===== src/rtl/cpu_write_sb.sv =====
`default_nettype none
// ============================================================================
// Module   : cpu_write_sb
// Purpose  : Writeback stage with an in-order posted store buffer and a
//            memory bus port. Optional store-to-load forwarding is enabled
//            by defining CPU_WRITE_SB_FORWARD_EN.
// Revision : 1.0 - initial release
// ============================================================================
module cpu_write_sb #(
    parameter int DATA_WIDTH      = 32,
    parameter int ADDR_WIDTH      = 32,
    parameter int SB_DEPTH        = 4,
    parameter int REG_INDEX_WIDTH = 4
) (
    input  logic                       clk_i,
    input  logic                       rst_i,
    input  logic                       valid_i,
    input  logic [REG_INDEX_WIDTH-1:0] register_write_index_i,
    input  logic                       register_we_i,
    input  logic                       memory_we_i,
    input  logic                       loadp_i,
    input  logic [ADDR_WIDTH-1:0]      memory_address_i,
    input  logic [DATA_WIDTH-1:0]      result_i,
    output logic                       stall_o,
    output logic [REG_INDEX_WIDTH-1:0] register_write_index_o,
    output logic                       register_we_o,
    output logic [DATA_WIDTH-1:0]      result_o,
    output logic                       mem_req_o,
    output logic                       mem_we_o,
    output logic [ADDR_WIDTH-1:0]      mem_addr_o,
    output logic [DATA_WIDTH-1:0]      mem_data_o,
    input  logic                       mem_ack_i,
    input  logic [DATA_WIDTH-1:0]      mem_data_i,
    output logic                       sb_empty_o
);

    localparam int c_ptr_w = $clog2(SB_DEPTH);
    localparam int c_cnt_w = c_ptr_w + 1;
    localparam logic [c_cnt_w-1:0] c_depth   = c_cnt_w'(SB_DEPTH);
    localparam logic [c_ptr_w-1:0] c_ptr_one = c_ptr_w'(1);
    localparam logic [c_cnt_w-1:0] c_cnt_one = c_cnt_w'(1);

    typedef enum logic [1:0] {
        S_IDLE  = 2'd0,
        S_WRITE = 2'd1,
        S_READ  = 2'd2
    } state_t;

    state_t                       r_state;
    logic [ADDR_WIDTH-1:0]        r_sb_addr [SB_DEPTH];
    logic [DATA_WIDTH-1:0]        r_sb_data [SB_DEPTH];
    logic [c_ptr_w-1:0]           r_head;
    logic [c_ptr_w-1:0]           r_tail;
    logic [c_cnt_w-1:0]           r_count;
    logic                         r_sb_empty;
    logic                         r_reg_we;
    logic [REG_INDEX_WIDTH-1:0]   r_reg_idx;
    logic [DATA_WIDTH-1:0]        r_result;
    logic                         r_mem_req;
    logic                         r_mem_we;
    logic [ADDR_WIDTH-1:0]        r_mem_addr;
    logic [DATA_WIDTH-1:0]        r_mem_data;

    logic                         w_is_load;
    logic                         w_is_store;
    logic                         w_full;
    logic                         w_empty;
    logic                         w_fwd_hit;
    logic [DATA_WIDTH-1:0]        w_fwd_data;
    logic                         w_load_eligible;
    logic                         w_read_ack;
    logic                         w_accept_ok;
    logic                         w_accept;
    logic                         w_push;
    logic                         w_pop;
    logic                         w_read_start;
    logic [DATA_WIDTH-1:0]        w_load_data;
    logic [c_cnt_w-1:0]           w_count_next;

    // A load with the store flag also set is a load; the store half is dropped.
    assign w_is_load  = loadp_i;
    assign w_is_store = memory_we_i & ~loadp_i;
    assign w_full     = (r_count == c_depth);
    assign w_empty    = (r_count == '0);

`ifdef CPU_WRITE_SB_FORWARD_EN
    logic [c_ptr_w-1:0] w_scan_idx;

    // Scan oldest to youngest so the youngest matching entry wins.
    always_comb begin
        w_fwd_hit  = 1'b0;
        w_fwd_data = '0;
        w_scan_idx = '0;
        for (int i = 0; i < SB_DEPTH; i++) begin
            w_scan_idx = r_head + c_ptr_w'(i);
            if ((c_cnt_w'(i) < r_count) && (r_sb_addr[w_scan_idx] == memory_address_i)) begin
                w_fwd_hit  = 1'b1;
                w_fwd_data = r_sb_data[w_scan_idx];
            end
        end
    end
    assign w_load_eligible = 1'b1;
`else
    assign w_fwd_hit       = 1'b0;
    assign w_fwd_data      = '0;
    assign w_load_eligible = w_empty;
`endif

    assign w_read_ack   = (r_state == S_READ) & mem_ack_i;
    assign w_accept_ok  = w_is_load  ? (w_fwd_hit | w_read_ack) :
                          w_is_store ? ~w_full : 1'b1;
    assign stall_o      = valid_i & ~w_accept_ok;
    assign w_accept     = valid_i & w_accept_ok;
    assign w_push       = w_accept & w_is_store;
    assign w_pop        = (r_state == S_WRITE) & mem_ack_i;
    assign w_read_start = valid_i & w_is_load & ~w_fwd_hit & w_load_eligible;
    assign w_load_data  = w_fwd_hit ? w_fwd_data : mem_data_i;

    always_comb begin
        w_count_next = r_count;
        if (w_push && !w_pop)
            w_count_next = r_count + c_cnt_one;
        else if (w_pop && !w_push)
            w_count_next = r_count - c_cnt_one;
    end

    always_ff @(posedge clk_i) begin
        if (w_push) begin
            r_sb_addr[r_tail] <= memory_address_i;
            r_sb_data[r_tail] <= result_i;
        end
    end

    always_ff @(posedge clk_i) begin
        if (rst_i) begin
            r_state    <= S_IDLE;
            r_head     <= '0;
            r_tail     <= '0;
            r_count    <= '0;
            r_sb_empty <= 1'b1;
            r_reg_we   <= 1'b0;
            r_reg_idx  <= '0;
            r_result   <= '0;
            r_mem_req  <= 1'b0;
            r_mem_we   <= 1'b0;
            r_mem_addr <= '0;
            r_mem_data <= '0;
        end else begin
            if (w_push)
                r_tail <= r_tail + c_ptr_one;
            if (w_pop)
                r_head <= r_head + c_ptr_one;
            r_count    <= w_count_next;
            r_sb_empty <= (w_count_next == '0);

            r_reg_we <= w_accept & register_we_i;
            if (w_accept) begin
                r_reg_idx <= register_write_index_i;
                r_result  <= w_is_load ? w_load_data : result_i;
            end

            // Bus signals are held until ack; returning to IDLE guarantees a gap cycle.
            case (r_state)
                S_IDLE: begin
                    if (w_read_start) begin
                        r_state    <= S_READ;
                        r_mem_req  <= 1'b1;
                        r_mem_we   <= 1'b0;
                        r_mem_addr <= memory_address_i;
                    end else if (!w_empty) begin
                        r_state    <= S_WRITE;
                        r_mem_req  <= 1'b1;
                        r_mem_we   <= 1'b1;
                        r_mem_addr <= r_sb_addr[r_head];
                        r_mem_data <= r_sb_data[r_head];
                    end
                end
                S_WRITE, S_READ: begin
                    if (mem_ack_i) begin
                        r_state   <= S_IDLE;
                        r_mem_req <= 1'b0;
                        r_mem_we  <= 1'b0;
                    end
                end
                default: begin
                    r_state   <= S_IDLE;
                    r_mem_req <= 1'b0;
                    r_mem_we  <= 1'b0;
                end
            endcase
        end
    end

    assign register_we_o          = r_reg_we;
    assign register_write_index_o = r_reg_idx;
    assign result_o               = r_result;
    assign mem_req_o              = r_mem_req;
    assign mem_we_o               = r_mem_we;
    assign mem_addr_o             = r_mem_addr;
    assign mem_data_o             = r_mem_data;
    assign sb_empty_o             = r_sb_empty;

endmodule
`default_nettype wire


===== config.mk =====
export PLATFORM = sky130hd
export DESIGN_NAME = cpu_write_sb
export DESIGN_NICKNAME = d
export VERILOG_FILES = /design/src/rtl/cpu_write_sb.sv
export SDC_FILE = /design/constraint.sdc
export NUM_CORES = 1
export LEC_CHECK = 0
export BUFFER_PORTS_ARGS = -buffer_cell sky130_fd_sc_hd__buf_2
export CAP_MARGIN = 20
export CORE_ASPECT_RATIO = 2
export CORE_MARGIN = 2
export CORE_UTILIZATION = 31
export DETAILED_ROUTE_END_ITERATION = 8
export PLACE_DENSITY = 0.56
export SKIP_LAST_GASP = 1
export SYNTH_ARGS = -nofsm -noshare
export SYNTH_HDL_FRONTEND = slang
export SYNTH_SLANG_ARGS = --single-unit
export TNS_END_PERCENT = 30

===== constraint.sdc =====
create_clock -name clk_i -period 6.48 [get_ports clk_i]
set_clock_uncertainty 0.2 [all_clocks]
set_input_delay 0.648 -clock clk_i [delete_from_list [all_inputs] [get_ports clk_i]]
set_output_delay 0.648 -clock clk_i [all_outputs]
set_load 0.1 [all_outputs]

==> results of run 1 <==
[cell usage after synthesis]
cell / n / area, sq um
and2_1: 3 / 18.8
a311oi_2: 1 / 15.0
a31oi_1: 35 / 219
inv_1: 7 / 26.3
nor2b_2: 1 / 8.76
xor2_1: 3 / 26.3
a211oi_1: 23 / 173
a211oi_2: 11 / 138
and3_1: 1 / 6.26
nand2_1: 132 / 495
xnor2_1: 3 / 26.3
o21ai_0: 34 / 170
mux4_2: 64 / 1440
nor2_1: 45 / 169
buf_1: 7 / 26.3
nand2b_1: 2 / 12.5
nand4_1: 1 / 6.26
a22oi_1: 1 / 7.51
nor2b_1: 4 / 25.0
clkbuf_1: 24 / 90.1
dfxtp_1: 114 / 2280
a21oi_1: 36 / 180
mux2i_1: 36 / 360
buf_4: 4 / 30.0
buf_2: 24 / 120
and2_2: 1 / 7.51
ha_1: 10 / 125
nand3_1: 4 / 20.0
edfxtp_1: 256 / 7690
a21boi_2: 1 / 11.3
and3_2: 5 / 37.5
nor3_1: 1 / 5.00
buf_6: 2 / 22.5
o21ai_2: 2 / 17.5
[power by group through the flow]
stage,clock [mW],combinational [mW],sequential (mW)
finish,2.12,2.62,2.89
CTS,2.18,2.65,2.89
detailed placement,0,2.65,2.94
global route,2.26,2.76,2.92
global placement,0,2.63,2.94
floorplan,0,0.659,4.39
[logic make-up (layout without fill, tap and decap cells)]
kind of cell | after synthesis | in the layout
DFF | 370 | 370
and+or+nand+nor | 200 | 200
AOI/OAI and AO/OA | 144 | 144
muxes | 100 | 100
buffers and inverters | 68 | 292
adders and majority gates | 10 | 10
xor gates and xnor gates | 6 | 6
other | 0 | 2
[worst max-delay path, cell delays in order]
cell and delay [ps]:
buf_2 80, buf_4 570, a31oi_1 90, a31oi_1 310, and2_2 190, buf_2 420
[worst max-delay path by stage]
| stage | start | to | cells after the start | slack (ps) |
|---|---|---|---|---|
| floorplan | r_state[0]$_SDFFE_PP0P_ | stall_o | 4 | 3600 |
| global route | loadp_i | stall_o | 6 | 3180 |
| CTS | loadp_i | stall_o | 6 | 3260 |
| finish | loadp_i | stall_o | 6 | 3310 |
| global placement | loadp_i | mem_addr_o[31]$_SDFFE_PP0P_ | 5 | 3180 |
| detailed placement | loadp_i | mem_addr_o[31]$_SDFFE_PP0P_ | 5 | 3140 |
[routing by layer]
metal / share of wire [%] / wire length (microns) / vias up / global-route usage (%)
met2: 55 / 19500 / 202 / 29.3
met1: 38 / 13300 / 4062 / 16.1
li1: - / - / 3800 / -
met5: 0.11 / 38 / - / 0
met3: 4.1 / 1440 / 64 / 2.49
met4: 3.3 / 1160 / 6 / 5.75
[registers in the layout (all words and copies together) (netlist names), 3 cells and up, named ones only]
name,cells
result_o,32
mem_addr_o,32
r_sb_data,128
r_count,3
register_write_index_o,4
mem_data_o,32
r_sb_addr,128
[per-stage QoR]
step	cells	setup WS, ps	power, mW
final	1684	3310	7.62
after global placement	1614	3180	5.57
after global routing	1684	3180	7.94
after CTS	1677	3260	7.73
after detailed placement	1614	3140	5.59
after floorplan	898	3600	5.05
[cell type report]
class	count	area, sq um	share of cell area, %
inverters	7	26.3	0.156
flip-flops and latches	370	9970	59.1
repair buffers	222	1230	7.31
diodes	2	5.00	0.0297
well taps	560	701	4.15
clock buffers	48	997	5.91
multi-input cells	460	3760	22.3
clock inverters	15	169	1.00
==> key figures, run 1 <==
Run status
  – Outcome: completed

Synth
  – Seq cells post-synth: between 300 and 400
  – Simple logic cell fraction of the synthesized area: under 10%
  – Mapped cell area: 14,000 sq um
  – Main combinational cell family by area after synthesis: multiplexers
  – Synth Area in XOR/XNOR: 0.375%
  – Mean Syn Cell Area: roughly 16 sq um
  – Mapped Nets: 1,015
  – Post-synthesis compound-gate area fraction: 6.65%
  – Post-synthesis cell count: approximately 900
  – Seq/Total Area, Yosys: 71.2%
  – Mux cell area share after synthesis: between 10% and 20%
  – Yosys cell types: 34
  – Adder-cell share of the synthesized area: 0.893%
  – Synth Warn #: 0

Worst hold path
  – Worst Hold End: register_we_o$_SDFF_PP0_
  – Hold Path Depth: 2
  – Beginning of the worst hold path: register_we_i
  – Worst hold path class: in2reg

Critical path
  – CP max FO: 39
  – WP data arrival: 2320 ps
  – Register-to-register setup slack: around 3700 ps
  – Register-to-Register Path Depth: 6
  – CP Class: in2out
  – Worst endpoint required time: 5630 ps
  – RR Endpoint: mem_addr_o[31]$_SDFFE_PP0P_
  – Crit. End Element: primary output
  – Worst R2R Start: r_count[1]$_SDFF_PP0_
  – Startpoint Class: primary input

Clocking
  – TritonCTS clock tree: built
  – Htree depth: 2
  – Worst-path clk slew: ~60 ps
  – Post-CTS Setup Bufs: 0
  – TritonCTS buffer count: 35
  – Clk buf depth: 3
  – Cts repair resizes: 0
  – Clock latency on the worst-skew pair: 520 ps
  – Post-CTS Hold Fix Bufs: 0
  – Clock root cell: clkbuf_16
  – Clock sink count: 370

STA
  – Tcrit/Tclk final: 48.8%
  – Tmin final: between 3000 and 4000 ps
  – Final hold violations: 0
  – Worst-Margin Slew: 984 ps
  – Final setup fails: 0
  – Slew margin rel.: 34.4%
  – RSZ-0062 raised after global routing: false
  – Fmax: 316 MHz
  – Setup TNS Final: 0 ps
  – Max Slew Vio Count: 0
  – Hold_ws: 150 ps

Die
  – Num rows: 110
  – Die area: 47,000 sq um
  – Die Y: 305 microns
  – Chip width: 154 microns
  – Starting density of the core: 31.2%
  – IO Count: 212
  – Core area: 44,900 sq um

Final layout
  – Commonest non-fill, non-tap cells in the layout: edfxtp_1 (256), buf_2 (210), nand2_1 (132)
  – Layout cell share with drive strength beyond 1: 32.7%
  – Area growth syn-to-layout: 20.4%
  – Commonest non-fill, non-tap cell in the layout: edfxtp_1
  – Finished Core Util: 37.6%
  – Fill cells: 4,278
  – Net count, final: between 1k and 1.5k
  – Final non-filler cell area: 16,900 sq um

Global routing
  – Number of global-route vias before repair: 8,577
  – GRT Overall Usage: between 10% and 20%
  – Initial antenna violation count: 5
  – First-pass GRT wire length: 53,200 microns
  – Largest net degree at the start of global routing: between 60 and 70
  – Overflow after GRT: 0

Routing
  – Routed vias/inst: 4.83
  – Wirelength, routed: approximately 35,000 microns
  – First-pass detailed-route iteration total: 5
  – Post-DRT Antenna Nets: 0
  – Iteration-0 DRC Markers: approximately 400
  – Post-DR wirelength/cell: around 21 microns
  – DRC Markers: 0
  – Vias: 8,134

Power
  – Sw frac: 41.2%
  – Leakage: roughly 6 nW
  – Pwr/cell area: between 400 and 500 nW/um^2
  – VDD IR max: around 240 uV
  – Pint: 4.48 mW
  – Sequential power share: between 30% and 40%
  – Clock share of power: 27.8%
  – Logic pwr share: 34.3%
  – Switching power total: 3.14 mW

Placed design
  – Dpl hpwl: 21,700 microns
  – Area after DPL: approximately 16,000 sq um
  – Gpl congestion: a little over 0.7
  – Buffers on Ports: about 210

Job
  – Max-cap violations: 0
Power figures use the tool's default switching activity.
==> inputs of run 2 (changes only) <==
--- a/config.mk
+++ b/config.mk
@@ -5,6 +5,7 @@
 export SDC_FILE = /design/constraint.sdc
 export NUM_CORES = 1
 export LEC_CHECK = 0
+export ABC_AREA = 1
 export BUFFER_PORTS_ARGS = -buffer_cell sky130_fd_sc_hd__buf_2
 export CAP_MARGIN = 20
 export CORE_ASPECT_RATIO = 2
==> constraint.sdc (replaced) <==
create_clock -name clk_i -period 3.2 [get_ports clk_i]
set_clock_uncertainty 0.2 [all_clocks]
set_input_delay 0.32 -clock clk_i [delete_from_list [all_inputs] [get_ports clk_i]]
set_output_delay 0.32 -clock clk_i [all_outputs]
set_load 0.1 [all_outputs]
==> run 2 against run 1 <==
Effect of this change:
- worst setup slack got worse by 2800 ps
- register-to-register slack got worse by 3100 ps
- critical endpoint unchanged
- sequential power up 110%
- global-route usage is 1.2 points higher
- non-clock buffer count up 115
- synthesized cell count rose by 49%
- via count rose by 30%
- sequential share of layout area down 4.5 points
- sequential cell count is the same
- combinational power is 140% higher
==> key figures, run 2 <==
Synth
  – Mean Syn Cell Area: 10.8 sq um (-31%)
  – Mapped cell area: 14,400 sq um (+2.8%)
  – Mapped Nets: 1,454 (+43%)
  – Post-synthesis cell count: 1,337 (+49%)
  – Count of flip-flops with a built-in enable after synthesis: 256 (unchanged)
  – Yosys top cell area share: 53.4% (-1.5 points)
  – Seq cells post-synth: 370 (unchanged)
  – Seq/Total Area, Yosys: 69.3% (-1.9 points)
  – Top FF cell, synth: edfxtp_1
  – Most frequent cells after synthesis: edfxtp_1 (256), nor2_1 (204), o21ai_0 (186), nand2_1 (185), dfxtp_1 (114)
  – Yosys cell types: 29 (-15%)
  – Most common cell in the netlist: edfxtp_1
  – Leading area contributor after synthesis: edfxtp_1
  – Synth Warn #: 0 (unchanged)
  – Share of synthesized flip-flops with an asynchronous set or reset: 0% (unchanged)
  – Largest cells by area after synthesis: edfxtp_1 (53%), dfxtp_1 (16%), o21ai_0 (6.5%), nor2_1 (5.3%), nand2_1 (4.8%)

Critical path
  – Worst stage delay on the critical path: 470 ps (-100 ps)
  – Worst endpoint required time: 2680 ps (-2950 ps)
  – Crit. End Element: primary output
  – Critical-path cell list: inv_1 -> ha_1 -> nand4_1 -> a21boi_2 -> buf_2
  – CP Class: reg2out
  – Crit path max-delay family: buffers and inverters
  – WP buf/inv: 2 (-1)
  – WP data arrival: 2170 ps (-150 ps)
  – CP max FO: 5 (-87%)
  – Startpoint Class: register
  – Slowest stage cell, crit path: buf_2

STA
  – RSZ-0062 raised after global routing: false
  – Final setup fails: 0 (unchanged)
  – Max Slew Vio Count: 0 (unchanged)
  – Hold_ws: 43.1 ps (-107 ps)
  – Tcrit/Tclk final: 83.9%
  – Worst-Margin Slew: 904 ps (-80.2 ps)
  – Fmax: around 370 MHz
  – Slew margin rel.: 39.7% (+5.3 points)
  – Final hold violations: 0 (unchanged)
  – Tmin final: 2690 ps

Worst hold path
  – Worst hold path class: in2reg

Die
  – Die Y: 309 microns (+1.4%)
  – Core area: 45,800 sq um (+2.1%)
  – Num rows: 111 (+0.91%)
  – Starting density of the core: 31.4% (+0.19 points)
  – Chip width: 156 microns (+1.3%)
  – Die area: 48,300 sq um (+2.7%)
  – IO Count: 212 (unchanged)

Global routing
  – GRT Overall Usage: 16.3% (+1.2 points)
  – Largest net degree at the start of global routing: 76 (+15%)
  – First-pass GRT wire length: 59,800 microns (+12%)
  – Overflow after GRT: 0 (unchanged)
  – Initial antenna violation count: 1 (-4)
  – Number of global-route vias before repair: 10.6k (+24%)

Routing
  – Post-DR wirelength/cell: 18.0 microns (-14%)
  – Wirelength, routed: 40,000 microns (+13%)
  – Routed vias/inst: 4.78 (-1.0%)
  – Post-DRT Antenna Nets: 0 (unchanged)
  – First-pass detailed-route iteration total: 5 (unchanged)
  – DRC Markers: 0 (unchanged)
  – Vias: 10.6k (+30%)
  – Iteration-0 DRC Markers: 565 (+42%)

Power
  – Total power: 16.5 mW (+120%)
  – Leakage: 7.27 nW (+20%)
  – VDD IR max: 496 uV (+100%)
  – Pwr/cell area: 902 nW/um^2 (+100%)

Final layout
  – Commonest non-fill, non-tap cells in the layout: edfxtp_1 (256), buf_2 (211), nor2_1 (200)
  – Commonest non-fill, non-tap cell in the layout: edfxtp_1
  – Net count, final: 1,743 (+44%)
  – Fill cells: 4,347 (+1.6%)
  – Non-Filler Instances: 2,218 (+32%)
  – Area growth syn-to-layout: 26.8%
  – Layout cell share with drive strength beyond 1: 18.6% (-14 points)
  – Largest registers: r_sb_addr: 128 flops, r_sb_data: 128 flops

Clocking
  – Cts repair resizes: 0 (unchanged)
  – TritonCTS buffer count: 35 (unchanged)
  – Clock sink count: 370 (unchanged)
  – TritonCTS clock tree: built
  – Htree depth: 2 (unchanged)
  – Clock root cell: clkbuf_16
  – Post-CTS Setup Bufs: 0 (unchanged)
  – Clock latency on the worst-skew pair: 520 ps (about the same)
  – Worst-path clk slew: 60 ps (about the same)
  – Clk buf depth: 3 (unchanged)

Run status
  – Outcome: completed

Placed design
  – Dpl hpwl: 26,000 microns (+20%)
  – Buffers on Ports: 211 (unchanged)
  – DP Cell Count: 2,054 (+27%)
  – Gpl congestion: 0.816 (+15%)

Job
  – Max-cap violations: 0 (unchanged)
-- run 2: cell types whose count changed after synthesis, sizes merged, moves of 34 or more --
cell | before | now
a211oi | 34 | 0
inv | 7 | 95
mux2i | 36 | 0
mux4 | 64 | 0
nand2 | 132 | 188
nor2 | 45 | 205
o21ai | 36 | 233
o22ai | 0 | 64
-- run 2: tightest hold or removal path, delay by kind of cell --
| kind | cells | cell delay (ps) |
|---|---|---|
| buf+inv | 2 | 180 |
| compound gates | 1 | 60 |
| simple gates | 2 | 160 |
-- run 2: final cells by class --
type / count / area [sq um] / share of cell area (%)
inverter: 95 / 359 / 1.97
timing repair buffer: 337 / 2280 / 12.5
multi-input combinational: 787 / 3730 / 20.4
sequential: 370 / 9970 / 54.6
clock buffer: 49 / 1030 / 5.66
antenna: 1 / 2.50 / 0.0137
clock inverter: 14 / 170 / 0.932
tap: 565 / 707 / 3.87
-- run 2: per-stage QoR --
stage	setup WS (ps)	area (sq um)	utilization [%]	setup TNS, ps
3_5_place_dp	655	16000	35.0	0
4_1_cts	504	18200	39.8	0
6_report	515	18300	39.8	0
5_1_grt	450	18300	39.8	0
3_3_place_gp	699	16000	35.0	0
2_1_floorplan	-88.9	14400	-	-22760
-- run 2: final timing paths --
check	startpoint	end	slack [ps]	cells after the start
hold reg to reg	result_o[2]$_SDFFE_PP0N_	result_o[2]$_SDFFE_PP0N_	250	2
hold / removal	mem_ack_i	mem_req_o$_SDFFE_PP0P_	40	5
setup reg to reg	r_count[0]$_SDFF_PP0_	r_sb_data[1][19]$_DFFE_PP_	670	6
setup / recovery	r_count[0]$_SDFF_PP0_	stall_o	510	5
-- run 2: metal layers --
layer	part of all wire, %	track usage [%]	vias up
met5	0	0	-
met4	3.9	7.19	0
met3	4.0	2.17	75
met2	56	32.7	262
met1	36	16.3	5051
li1	-	-	5213
-- run 2: kinds of logic after synthesis --
logic type	synth area share (%)
AOI/OAI and AO/OA	13.8
xor gates and xnor gates	0.0609
adders and majority gates	0.869
buffers and inverters	5.14
DFF	69.3
and+or+nand+nor	10.8
-- run 2: repair_timing --
| item | CTS | global route |
|---|---|---|
| hold buffers | 100 | 0 |
| endpoints found under the hold margin | 324 | 0 |
| setup endpoints to repair | 0 | 0 |
-- run 2: where the power goes --
group	leakage, nW	switching (mW)	internal, mW
sequential	3.25	0.274	5.65
combinational	3.43	5.12	1.07
clock	0.587	1.77	2.59
total	7.27	7.16	9.30
==> inputs of run 3 (changes only) <==
--- a/config.mk
+++ b/config.mk
@@ -5,7 +5,7 @@
 export SDC_FILE = /design/constraint.sdc
 export NUM_CORES = 1
 export LEC_CHECK = 0
-export ABC_AREA = 1
+export ABC_AREA = 0
 export BUFFER_PORTS_ARGS = -buffer_cell sky130_fd_sc_hd__buf_2
 export CAP_MARGIN = 20
 export CORE_ASPECT_RATIO = 2
==> constraint.sdc (replaced) <==
create_clock -name clk_i -period 2.5 [get_ports clk_i]
set_clock_uncertainty 0.2 [all_clocks]
set_input_delay 0.25 -clock clk_i [delete_from_list [all_inputs] [get_ports clk_i]]
set_output_delay 0.25 -clock clk_i [all_outputs]
set_load 0.1 [all_outputs]
==> run 3 against run 2 <==
Effect of this change:
- largest power group is now sequential cells
- sequential share of layout area is 0.051 points higher
- sequential cell count stayed put
- sequential power is 26% higher
- global-route usage is 1.2 points lower
- die area is 2.6% lower
- cell area hardly changed
- clock power is 31% higher
==> key figures, run 3 (synthesized netlist as in run 1, its figures left out) <==
Run status
  – Outcome: completed

Die
  – Starting density of the core: 31.2% (-0.19 points)
  – Chip width: 154 microns (-1.3%)
  – Core area: 44,900 sq um (-2.1%)
  – Die area: 47,000 sq um (-2.6%)
  – IO Count: 212 (unchanged)
  – Num rows: 110 (-0.90%)
  – Die Y: 305 microns (-1.3%)

Global routing
  – Largest net degree at the start of global routing: 66 (-13%)
  – Initial antenna violation count: 2 (+1)
  – GRT Overall Usage: 15.1% (-1.2 points)
  – Number of global-route vias before repair: 9,327 (-12%)
  – Overflow after GRT: 0 (unchanged)
  – First-pass GRT wire length: 54,000 microns (-9.8%)

Clocking
  – Clock latency on the worst-skew pair: 530 ps (about the same)
  – Post-CTS Setup Bufs: 0 (unchanged)
  – Worst-path clk slew: 70 ps (about the same)
  – TritonCTS clock tree: built
  – Clk buf depth: 3 (unchanged)
  – Htree depth: 2 (unchanged)
  – TritonCTS buffer count: 35 (unchanged)
  – Clock sink count: 370 (unchanged)
  – Clock root cell: clkbuf_16

Final layout
  – Layout cell share with drive strength beyond 1: 31.5% (+13 points)
  – Net count, final: 1,340 (-23%)
  – Commonest non-fill, non-tap cells in the layout: edfxtp_1 (256), buf_2 (209), nand2_1 (132)
  – Final non-filler cell area: 18,200 sq um (about the same)
  – Largest registers: r_sb_addr: 128 flops, r_sb_data: 128 flops
  – ANT cells: 0 (-1)
  – Commonest non-fill, non-tap cell in the layout: edfxtp_1
  – Non-Filler Instances: 1,809 (-18%)
  – Area growth syn-to-layout: 30.2%

Critical path
  – CP Class: reg2out
  – Crit. End Element: primary output
  – Critical-path cell list: inv_1 -> ha_1 -> a31oi_1 -> a31oi_2 -> and2_2 -> buf_12
  – WP buf/inv: 2 (unchanged)
  – WP data arrival: 1950 ps (-220 ps)
  – Startpoint Class: register
  – Slowest stage cell, crit path: dfxtp_1
  – CP max FO: 4 (-1)
  – Worst stage delay on the critical path: 400 ps (-70 ps)
  – Worst endpoint required time: 2050 ps (-630 ps)
  – Crit path max-delay family: flip-flops

STA
  – Slew margin rel.: 63.7% (+24 points)
  – Setup TNS Final: 0 ps (unchanged)
  – Final setup fails: 0 (unchanged)
  – Tmin final: 2400 ps
  – Tcrit/Tclk final: 96.1%
  – Final hold violations: 0 (unchanged)
  – Final worst slack: 97.7 ps (-417 ps)
  – RSZ-0062 raised after global routing: false
  – Hold_ws: 41.4 ps (-1.69 ps)
  – Worst-Margin Slew: 548 ps (-355 ps)
  – Max Slew Vio Count: 0 (unchanged)
  – Fmax: 416 MHz

Job
  – Max-cap violations: 0 (unchanged)

Routing
  – First-pass detailed-route iteration total: 4 (-1)
  – Vias: 8,631 (-19%)
  – DRC Markers: 0 (unchanged)
  – Routed length on met2: 19,700 microns (-13%)
  – Routed vias/inst: 4.77 (-0.18%)
  – Met1 WL: 13,000 microns (-8.9%)
  – Iteration-0 DRC Markers: 410 (-27%)
  – Post-DR wirelength/cell: 19.6 microns (+8.7%)
  – Wirelength, routed: 35,500 microns (-11%)
  – WL met3: 1690 microns (+4.6%)
  – Post-DRT Antenna Nets: 0 (unchanged)
  – DR top layer: met5

Placed design
  – Area after DPL: 16,000 sq um (-0.48%)
  – Buffers on Ports: 211 (unchanged)
  – Pre-CTS setup slack: 288 ps (-367 ps)
  – Dpl hpwl: 23,200 microns (-11%)
  – DP Cell Count: 1,642 (-20%)
  – Gpl congestion: 0.731 (-10%)

Worst hold path
  – Worst hold path class: in2reg

Power
  – VDD IR max: 702 uV (+41%)
  – Pwr/cell area: 1110 nW/um^2 (+23%)
  – Leakage: 6.64 nW (-8.6%)
==> run 3: changes by cell type in the layout (fill, tap and decap cells not counted), sizes merged, moves of 5 or more <==
cell | before | now
mux4 | 0 | 64
o22ai | 64 | 0
buf | 237 | 245
and3 | 0 | 6
a21oi | 41 | 36
inv | 96 | 9
a211oi | 0 | 34
mux2i | 0 | 36
nor2 | 205 | 45
nand2 | 188 | 132
o21ai | 233 | 36
==> run 3: tightest hold or removal path, cell delays in order <==
cell,delay (ps)
buf_2,210
a31oi_1,180
nor3_1,60
==> run 3: metal layers <==
layer  up-vias  global-route usage [%]
met3        65                    2.55
met2       223                    29.1
met1      4289                    16.3
met5         -                       0
met4         4                    5.36
li1       4050                       -
==> run 3: what timing repair did <==
item | CTS | global route
hold endpoints to repair | 336 | 0
hold buffers | 104 | 0
setup endpoints to repair | 0 | 1
gates resized for setup | 0 | 1
==> run 3: through the flow <==
step	power, mW	utilization [%]
after floorplan	13.1	-
after global placement	14.6	35.6
after detailed placement	14.6	35.6
after CTS	20.5	40.6
after global routing	21.0	40.6
final	20.2	40.6
==> run 3: worst paths after layout <==
kind,from,endpoint,slack (ps),cells past startpoint
worst min-delay path,loadp_i,r_state[1]$_SDFFE_PP0P_,40,3
worst max-delay path,r_count[1]$_SDFF_PP0_,stall_o,100,6
worst min register to register,mem_data_o[29]$_SDFFE_PP0P_,mem_data_o[29]$_SDFFE_PP0P_,250,2
worst max register to register,r_count[1]$_SDFF_PP0_,r_sb_addr[0][15]$_DFFE_PP_,280,6
==> run 3: layout make-up <==
| cell class | count | area [sq um] |
|---|---|---|
| multi-input combinational | 460 | 3770 |
| clock inverter | 13 | 209 |
| tap | 560 | 701 |
| clock buffer | 50 | 1010 |
| timing repair buffer | 349 | 2540 |
| inverter | 7 | 26.3 |
| sequential | 370 | 9970 |
| fill | 4172 | 26600 |
==> run 3: power by group <==
part	switching [mW]	total [mW]	internal, mW
combinational	5.58	7.03	1.44
sequential	0.313	7.48	7.16
clock	2.31	5.68	3.37
